--- config.mk ---
export PLATFORM = sky130hd
export DESIGN_NAME = prog_clk_divider
export DESIGN_NICKNAME = d
export VERILOG_FILES = /design/src/rtl/clkdiv_pkg.sv /design/src/rtl/clkdiv_channel.sv /design/src/rtl/prog_clk_divider.sv
export SDC_FILE = /design/constraint.sdc
export NUM_CORES = 1
export LEC_CHECK = 0
export ABC_CLOCK_PERIOD_IN_PS = 12700
export CELL_PAD_IN_SITES_DETAIL_PLACEMENT = 1
export CELL_PAD_IN_SITES_GLOBAL_PLACEMENT = 1
export CORE_MARGIN = 4
export CORE_UTILIZATION = 51
export CTS_BUF_LIST = sky130_fd_sc_hd__clkbuf_4 sky130_fd_sc_hd__clkbuf_8 sky130_fd_sc_hd__clkbuf_16
export CTS_CLUSTER_DIAMETER = 200
export CTS_CLUSTER_SIZE = 28
export DETAILED_ROUTE_END_ITERATION = 10
export GPL_ROUTABILITY_DRIVEN = 0
export GPL_TIMING_DRIVEN = 0
export HOLD_SLACK_MARGIN = 0.03
export PLACE_DENSITY_LB_ADDON = 0.1
export SLEW_MARGIN = 5
export SYNTH_ARGS = -nofsm -noshare
export SYNTH_HDL_FRONTEND = slang
export SYNTH_SLANG_ARGS = --single-unit
--- constraint.sdc ---
create_clock -name clk -period 12.7 [get_ports clk]
set_input_delay 2.54 -clock clk [delete_from_list [all_inputs] [get_ports clk]]
set_output_delay 2.54 -clock clk [all_outputs]
set_load 0.01 [all_outputs]
--- src/rtl/clkdiv_pkg.sv ---
// ----------------------------------------------------------------------------
// clkdiv_pkg
//   Shared types, defaults and helpers for the programmable clock divider.
//   CNT_W        : default half-period counter width (covers 25_000_000)
//   DEFAULT_HALF : default reset half-period (1 Hz output from a 50 MHz clk)
//   half_t       : half-period value at the default width
//   sat_half()   : maps a requested half-period of 0 to 1
//   ch_bits()    : width of a channel index, never less than 1 bit
// ----------------------------------------------------------------------------
package clkdiv_pkg;

    localparam int CNT_W        = 26;
    localparam int DEFAULT_HALF = 25_000_000;

    typedef logic [CNT_W-1:0] half_t;

    // A half-period of 0 cycles is meaningless; treat it as the fastest rate.
    function automatic half_t sat_half(input half_t v);
        return (v == '0) ? half_t'(1) : v;
    endfunction

    function automatic int ch_bits(input int n);
        return (n > 1) ? $clog2(n) : 1;
    endfunction

endpackage : clkdiv_pkg

--- src/rtl/clkdiv_channel.sv ---
// ----------------------------------------------------------------------------
// clkdiv_channel
//   One divider channel: half-period counter, active half-period, a single
//   pending reload slot and the registered divided clock / tick outputs.
//
//   Ports
//     clk         in   system clock
//     reset       in   asynchronous, active-high reset
//     en          in   run enable; low holds the counter and forces clk_out 0
//     restart     in   phase-align request: clear counter/output, apply load
//     cfg_accept  in   accepted config write addressed to this channel
//     cfg_half    in   requested half-period (0 is stored as 1)
//     clk_out     out  divided clock, 50% duty, period 2*H cycles
//     tick        out  one-cycle pulse on each 0->1 transition of clk_out
//     pending     out  a load is held and not yet applied
// ----------------------------------------------------------------------------
module clkdiv_channel
    import clkdiv_pkg::*;
#(
    parameter int CNT_W        = clkdiv_pkg::CNT_W,
    parameter int DEFAULT_HALF = clkdiv_pkg::DEFAULT_HALF
) (
    input  logic             clk,
    input  logic             reset,
    input  logic             en,
    input  logic             restart,
    input  logic             cfg_accept,
    input  logic [CNT_W-1:0] cfg_half,
    output logic             clk_out,
    output logic             tick,
    output logic             pending
);

    localparam logic [CNT_W-1:0] RST_HALF =
        (DEFAULT_HALF < 1) ? CNT_W'(1) : CNT_W'(DEFAULT_HALF);

    logic [CNT_W-1:0] cnt;
    logic [CNT_W-1:0] half_q;
    logic [CNT_W-1:0] pend_val;
    logic [CNT_W-1:0] load_val;
    logic             apply_next;
    logic             term;
    logic             do_apply;

    assign load_val = (cfg_half == '0) ? CNT_W'(1) : cfg_half;

    // '>=' rather than '==' so a half-period shortened while the counter is
    // already past the new terminal value still wraps on the next edge.
    assign term = (cnt >= half_q - CNT_W'(1));

    // A held load is applied whenever the counter restarts from zero anyway:
    // at terminal count, while disabled, on a restart, or one edge after an
    // accept that coincided with a restart.
    assign do_apply = pending & (restart | ~en | term | apply_next);

    always_ff @(posedge clk or posedge reset) begin
        if (reset) begin
            cnt        <= '0;
            half_q     <= RST_HALF;
            pend_val   <= RST_HALF;
            pending    <= 1'b0;
            apply_next <= 1'b0;
            clk_out    <= 1'b0;
            tick       <= 1'b0;
        end else begin
            tick <= 1'b0;

            if (restart || !en) begin
                cnt     <= '0;
                clk_out <= 1'b0;
            end else if (term) begin
                cnt     <= '0;
                clk_out <= ~clk_out;
                tick    <= ~clk_out;
            end else begin
                cnt <= cnt + CNT_W'(1);
            end

            // NOTE: non-blocking assignments mean do_apply sees the pending
            // flag from before this edge, so an accept landing on a terminal
            // count is held until the following one instead of applying now.
            if (do_apply) begin
                half_q  <= pend_val;
                pending <= 1'b0;
            end

            apply_next <= restart & cfg_accept;

            // cfg_accept is only raised when pending is clear, so this never
            // collides with the apply above.
            if (cfg_accept) begin
                pend_val <= load_val;
                pending  <= 1'b1;
            end
        end
    end

endmodule : clkdiv_channel

--- src/rtl/prog_clk_divider.sv ---
// ----------------------------------------------------------------------------
// prog_clk_divider
//   Multi-channel programmable clock divider producing 50%-duty divided
//   clock-enables and tick pulses. Each channel's half-period is loaded
//   through a valid/ready port and takes effect only at a half-period
//   boundary. clk_out is a fabric signal for enables/LEDs, not a clock net.
//
//   Optional build macro CLKDIV_SYNC_EN adds sync_restart, which clears every
//   channel's phase on the same edge and applies all pending loads.
//
//   Ports
//     clk           in   system clock
//     reset         in   asynchronous, active-high reset
//     ch_en         in   per-channel run enable
//     sync_restart  in   (CLKDIV_SYNC_EN only) phase-align all channels
//     cfg_valid     in   config request
//     cfg_ready     out  config accept; low only while the addressed channel
//                        already holds a pending load
//     cfg_ch        in   target channel; out-of-range requests are dropped
//     cfg_half      in   requested half-period in clk cycles
//     clk_out       out  divided clocks, registered
//     tick          out  one-cycle pulse on each 0->1 transition of clk_out
//     cfg_pending   out  load accepted but not yet applied
// ----------------------------------------------------------------------------
module prog_clk_divider
    import clkdiv_pkg::*;
#(
    parameter int NUM_CH       = 4,
    parameter int CNT_W        = clkdiv_pkg::CNT_W,
    parameter int DEFAULT_HALF = clkdiv_pkg::DEFAULT_HALF
) (
    input  logic                       clk,
    input  logic                       reset,
    input  logic [NUM_CH-1:0]          ch_en,
`ifdef CLKDIV_SYNC_EN
    input  logic                       sync_restart,
`endif
    input  logic                       cfg_valid,
    output logic                       cfg_ready,
    input  logic [ch_bits(NUM_CH)-1:0] cfg_ch,
    input  logic [CNT_W-1:0]           cfg_half,
    output logic [NUM_CH-1:0]          clk_out,
    output logic [NUM_CH-1:0]          tick,
    output logic [NUM_CH-1:0]          cfg_pending
);

    localparam int CH_W  = ch_bits(NUM_CH);
    localparam int EXT_N = 1 << CH_W;

    logic              restart;
    logic [NUM_CH-1:0] pending;
    logic [NUM_CH-1:0] cfg_accept;
    logic [EXT_N-1:0]  pend_ext;
    logic [EXT_N-1:0]  sel_ext;

`ifdef CLKDIV_SYNC_EN
    assign restart = sync_restart;
`else
    assign restart = 1'b0;
`endif

    // Pad the per-channel vectors to the full cfg_ch code space: indices past
    // NUM_CH read as "not pending" (ready) and select no channel, which drops
    // the request without any range comparison.
    // NOTE: every always_comb output gets a default first, so no path can
    // leave a value held and infer a latch.
    always_comb begin
        pend_ext               = '0;
        pend_ext[NUM_CH-1:0]   = pending;
        sel_ext                = EXT_N'(1) << cfg_ch;
    end

    assign cfg_ready   = ~pend_ext[cfg_ch];
    assign cfg_accept  = {NUM_CH{cfg_valid & cfg_ready}} & sel_ext[NUM_CH-1:0];
    assign cfg_pending = pending;

    for (genvar i = 0; i < NUM_CH; i++) begin : g_ch
        clkdiv_channel #(
            .CNT_W        (CNT_W),
            .DEFAULT_HALF (DEFAULT_HALF)
        ) u_ch (
            .clk        (clk),
            .reset      (reset),
            .en         (ch_en[i]),
            .restart    (restart),
            .cfg_accept (cfg_accept[i]),
            .cfg_half   (cfg_half),
            .clk_out    (clk_out[i]),
            .tick       (tick[i]),
            .pending    (pending[i])
        );
    end

endmodule : prog_clk_divider

# Word-level counts from Yosys, hierarchy flattened
# Index checks and enable logic that the tools add are counted.
totals:
  in_bits: 35
  elab_cells: 101
  reg_bits: 324
classes:
  n_shift: 1
  n_mux: 35
  magnitude_cmp: 5
  n_eq_ne: 4
  bitwise_logic: 19
  add_sub_neg: 8
  n_reduce_logical: 5
op_table:
  columns: ["operator", "n"]
  rows:
  - ["$mux 26", 9]
  - ["$add 26x1->26 const B", 4]
  - ["$ge 26x26->1", 4]
  - ["$sub 26x1->26 const B", 4]
  - ["$logic_not 26->1", 1]
  - ["$mux 1", 25]
  - ["$not 1->1", 9]
  - ["$ne 2x1->1 const B", 4]
  - ["$reduce_bool 2->1", 4]
  - ["$and 1x1->1", 5]
  - ["$and 4x4->4", 1]
  - ["$or 1x1->1", 4]
  - ["$shl 1x2->4 const A", 1]
  - ["$lt 2x3->1 const B", 1]
  - ["$bmux 1 s2", 1]

# Depth between registers and ports, before layout
logic_depth:
  word_depth: 6
  mapped_depth: 17
  ltp_nobuf: 14

# Modules after synthesis
# From an unflattened synthesis, not the netlist that was laid out.
hier_totals:
  cells_unflattened: 1545
  area_unflattened_um2: 17753.3
modules_own_cells:
  columns: ["mod", "area_each_um2", "seq_area_each_um2", "instances", "cells_each"]
  rows:
  - ["clkdiv_channel at g_ch[1].u_ch ...", 4386.7, 2082.0, 2, 380]
  - ["clkdiv_channel at g_ch[3].u_ch", 4458.0, 2082.0, 1, 389]
  - ["clkdiv_channel at g_ch[0].u_ch", 4454.3, 2082.0, 1, 388]
  - ["prog_clk_divider", 67.6, 0.0, 1, 8]

# Least setup slack after synthesis
# Ideal clock, no wire load.
synth_path:
  kind: "input-to-output"
  start: "in cfg_ch[0]"
  end: "out cfg_ready"
  n_path_buf: 0
  path_stages: 2
  t_required_ps: 10160
  t_arrival_ps: 3101
  path_slack_ps: 7059
  cell_sequence: "mux4_2 -> inv_1"
synth_between:
  elab_chain_cells: 3
synth_rtl:
  columns: ["element", "line_no", "source"]
  rows:
  - ["start: declaration", "prog_clk_divider.sv:40", "input logic [ch_bits(NUM_CH)-1:0] cfg_ch,"]
  - ["$bmux 1 s2", "prog_clk_divider.sv:73", "assign cfg_ready = ~pend_ext[cfg_ch];"]
  - ["$mux 1 (implied by the code)", "prog_clk_divider.sv:73", null]
  - ["$not 1->1", "prog_clk_divider.sv:73", null]
  - ["end: declaration", "prog_clk_divider.sv:39", "output logic cfg_ready,"]
# No other way between the ends. The select of a mux whose other input is x is not followed.

# Worst setup path after layout
# Ends and elaborated chain as after synthesis.

==> out/qor.yml <==
p_sw_mw: 0.986
crit_type: "primary input to primary output"
ios: 48
pwr-share-seq_pct: 53.6
synth_xor_area_share_pct: 9.68
design_area_mm2: 0.0188
layout-drive-gt1-share_pct: 22.4
ys_types: 58
ys.flop_type: "dfrtp_1"
cts.clk_slew.worst_paths_ns: 0.12
pwr-share-clk_pct: 19.2
design.core.area_mm2: 0.0329
dp_hpwl_um: 30000
crit_path_start_kind: "primary input"
htreeDepth: 1
cts_setup_buffers: 0
post-route-min-period_ns: 6.93
combPwrFrac_pct: 27.2
cellPowerDensity_mw_per_mm2: 161
finalHoldViolCount: 0
start_util_pct: 52.3
cp-end-kind: "primary output"
worst_clock_skew_ns: 0.0223
final_common_cell: "dfrtp_1"
synthToLayoutAreaGrowth_pct: 9.18
p_int_mw: 2.03
vias: 11569
muxShareOfSynthArea_pct: 13.6
slew_headroom_pct: 19.4
finalNetCount: 1744
rsz0062_at_grt: "false"
synth_compound_area_share_pct: 3.95
synth_seq_cells: 324
finalCritPeriodShare_pct: 54.5
wl_per_cell_um: 19.8
seq_area_frac_synth_pct: 47.9
cts_made_buffers: 15
grt_max_degree: 126
timing.fmax_ghz: 0.144
grt_pass1_vias: 12269
cts.sinks: 324
cts-root-buf: "clkbuf_16"
die_area_mm2: 0.0367
worst_ep_arrival_time_ns: 4.39
hold_buffers: 0
cp-startpoint: "cfg_ch[0]"
synth_edf_count: 0
syn_area_mm2: 0.0172
hp-start: "g_ch[0].u_ch.cnt[0]$_DFF_PP0_"
cts_max_path_buffers: 3
synth_top_family_by_area: "simple AND/OR/NAND/NOR gates"
grt_pass1_wl_um: 66700
antenna_left: 0
crit_path_max_fanout: 5
drtPass1Iterations: 4
r2r-start: "g_ch[2].u_ch.half_q[7]$_DFFE_PP0P_"
synthAdderAreaFrac_pct: 8.16
ir_drop_mv: 0.112
status: "finished clean"
final_cell_mix: "dfrtp_1, mux2_2, nor2_1, xnor2_1, ha_1"
hold-worst-slack_ns: 0.501
drv_cap: 0
place_area_mm2: 0.0183
row_count: 66
cts_tree: "done"
first_iter_violations: 367
synth.net_count: 1677
antenna_cells: 0
yosysWarnings: 0
netlist_instances: 1530
worst_pin_slew_ns: 1.20
dieHeight_um: 192
cts_resized: 0
required_ns: 10.16
numPortBuffers: 47
synth_async_sr_flop_share_pct: 100
antenna_found_initial: 0
die_width_um: 192
final_max_slew_viol_count: 0
grt_overflow: 0
clk_latency_ns: 0.51
hold_class: "register to register"
drc: 0
syn_avg_cell_area_um2: 11.2
routed_via_density: 5.65
leakage_nw: 7.87
totalWireLength_um: 40600
swShare_pct: 32.7
setup_violations: 0
yosys.area_share.simple_pct: 14.6
track_usage_pct: 22.5
-- metal layers --
metal,GRT usage (%),wire length [um]
met2,39.1,20100
met5,0,0
met4,5.47,1150
met3,1.77,685
met1,30.7,18600
-- worst max-delay path, stage by stage --
cell	delay, ns
clkdlybuf4s50_1	0.63
mux4_2	0.61
inv_1	0.07
clkdlybuf4s50_1	0.52
-- kinds of logic after synthesis --
group           count (synthesis)
flops                         324
fa+ha+maj                     112
mux                           206
compound gates                108
simple gates                  505
buf+inv                        85
xor+xnor                      190
-- Yosys cell counts (3+ instances only) --
master / n / area share (%)
a21o_1: 16 / 0.70
a21oi_1: 44 / 1.3
a22oi_1: 3 / 0.13
a31oi_1: 4 / 0.15
and2_1: 5 / 0.18
and3_1: 19 / 0.69
and4_1: 5 / 0.25
buf_4: 12 / 0.52
clkbuf_1: 28 / 0.61
dfrtp_1: 228 / 33
dfstp_2: 96 / 15
ha_1: 112 / 8.2
inv_1: 41 / 0.90
mux2_2: 204 / 13
nand2_1: 71 / 1.6
nand2b_1: 12 / 0.44
nand3_1: 54 / 1.6
nand4_1: 35 / 1.3
nor2_1: 172 / 3.8
nor2b_1: 3 / 0.11
nor3_1: 57 / 1.7
nor4_1: 27 / 0.98
o21ai_0: 19 / 0.55
o21bai_1: 3 / 0.13
or3_1: 13 / 0.47
or4_1: 17 / 0.74
or4_4: 3 / 0.20
xnor2_1: 115 / 5.9
xor2_1: 75 / 3.8
-- power by group through the flow --
stage | combinational, mW | sequential [mW] | clock, mW
finish | 0.820 | 1.62 | 0.578
global route | 0.933 | 1.65 | 0.636
CTS | 0.835 | 1.61 | 0.601
detailed placement | 0.824 | 1.63 | 0
global placement | 0.768 | 1.60 | 0
floorplan | 0.645 | 1.53 | 0
-- area by class of cell --
class | count | area [um^2]
sequential | 324 | 8230
inverter | 41 | 161
tap | 442 | 553
multi-input combinational | 1121 | 8590
clock inverter | 1 | 16.3
clock buffer | 24 | 443
fill | 3548 | 14100
buffer | 44 | 220
timing repair buffer | 50 | 553
-- registers in the layout, summed over array words and instances, names as in the netlist --
signal	cells
g_ch.u_ch.cnt	104
g_ch.u_ch.half_q	104
g_ch.u_ch.clk_out	4
g_ch.u_ch.pending	4
g_ch.u_ch.pend_val	104
g_ch.u_ch.tick	4
-- metrics by stage --
step                TNS (ns)  power, mW  util, %  setup WS (ns)  instances
floorplan                  0       2.17        -           1.35       1530
detailed placement         0       2.45     55.7           5.76       2022
finish                     0       3.01     57.1           5.77       2047
CTS                        0       3.05     57.1           5.76       2047
global route               0       3.22     57.1           5.72       2047
global placement     -567.49       2.37     55.4          -2.52       2019
-- worst paths after layout --
check | end | slack [ns] | depth (start not counted)
worst max-delay path | cfg_ready | 5.77 | 4
worst min register to register | g_ch[0].u_ch.cnt[0]$_DFF_PP0_ | 0.50 | 1
worst max register to register | g_ch[2].u_ch.half_q[0]$_DFFE_PP0P_ | 6.76 | 14
worst min-delay path | g_ch[0].u_ch.cnt[0]$_DFF_PP0_ | 0.50 | 1
min in group asynchronous | g_ch[3].u_ch.cnt[17]$_DFF_PP0_ | 2.35 | 2
max in group asynchronous | g_ch[1].u_ch.cnt[12]$_DFF_PP0_ | 9.00 | 4
(Power assumes the default switching activity.)
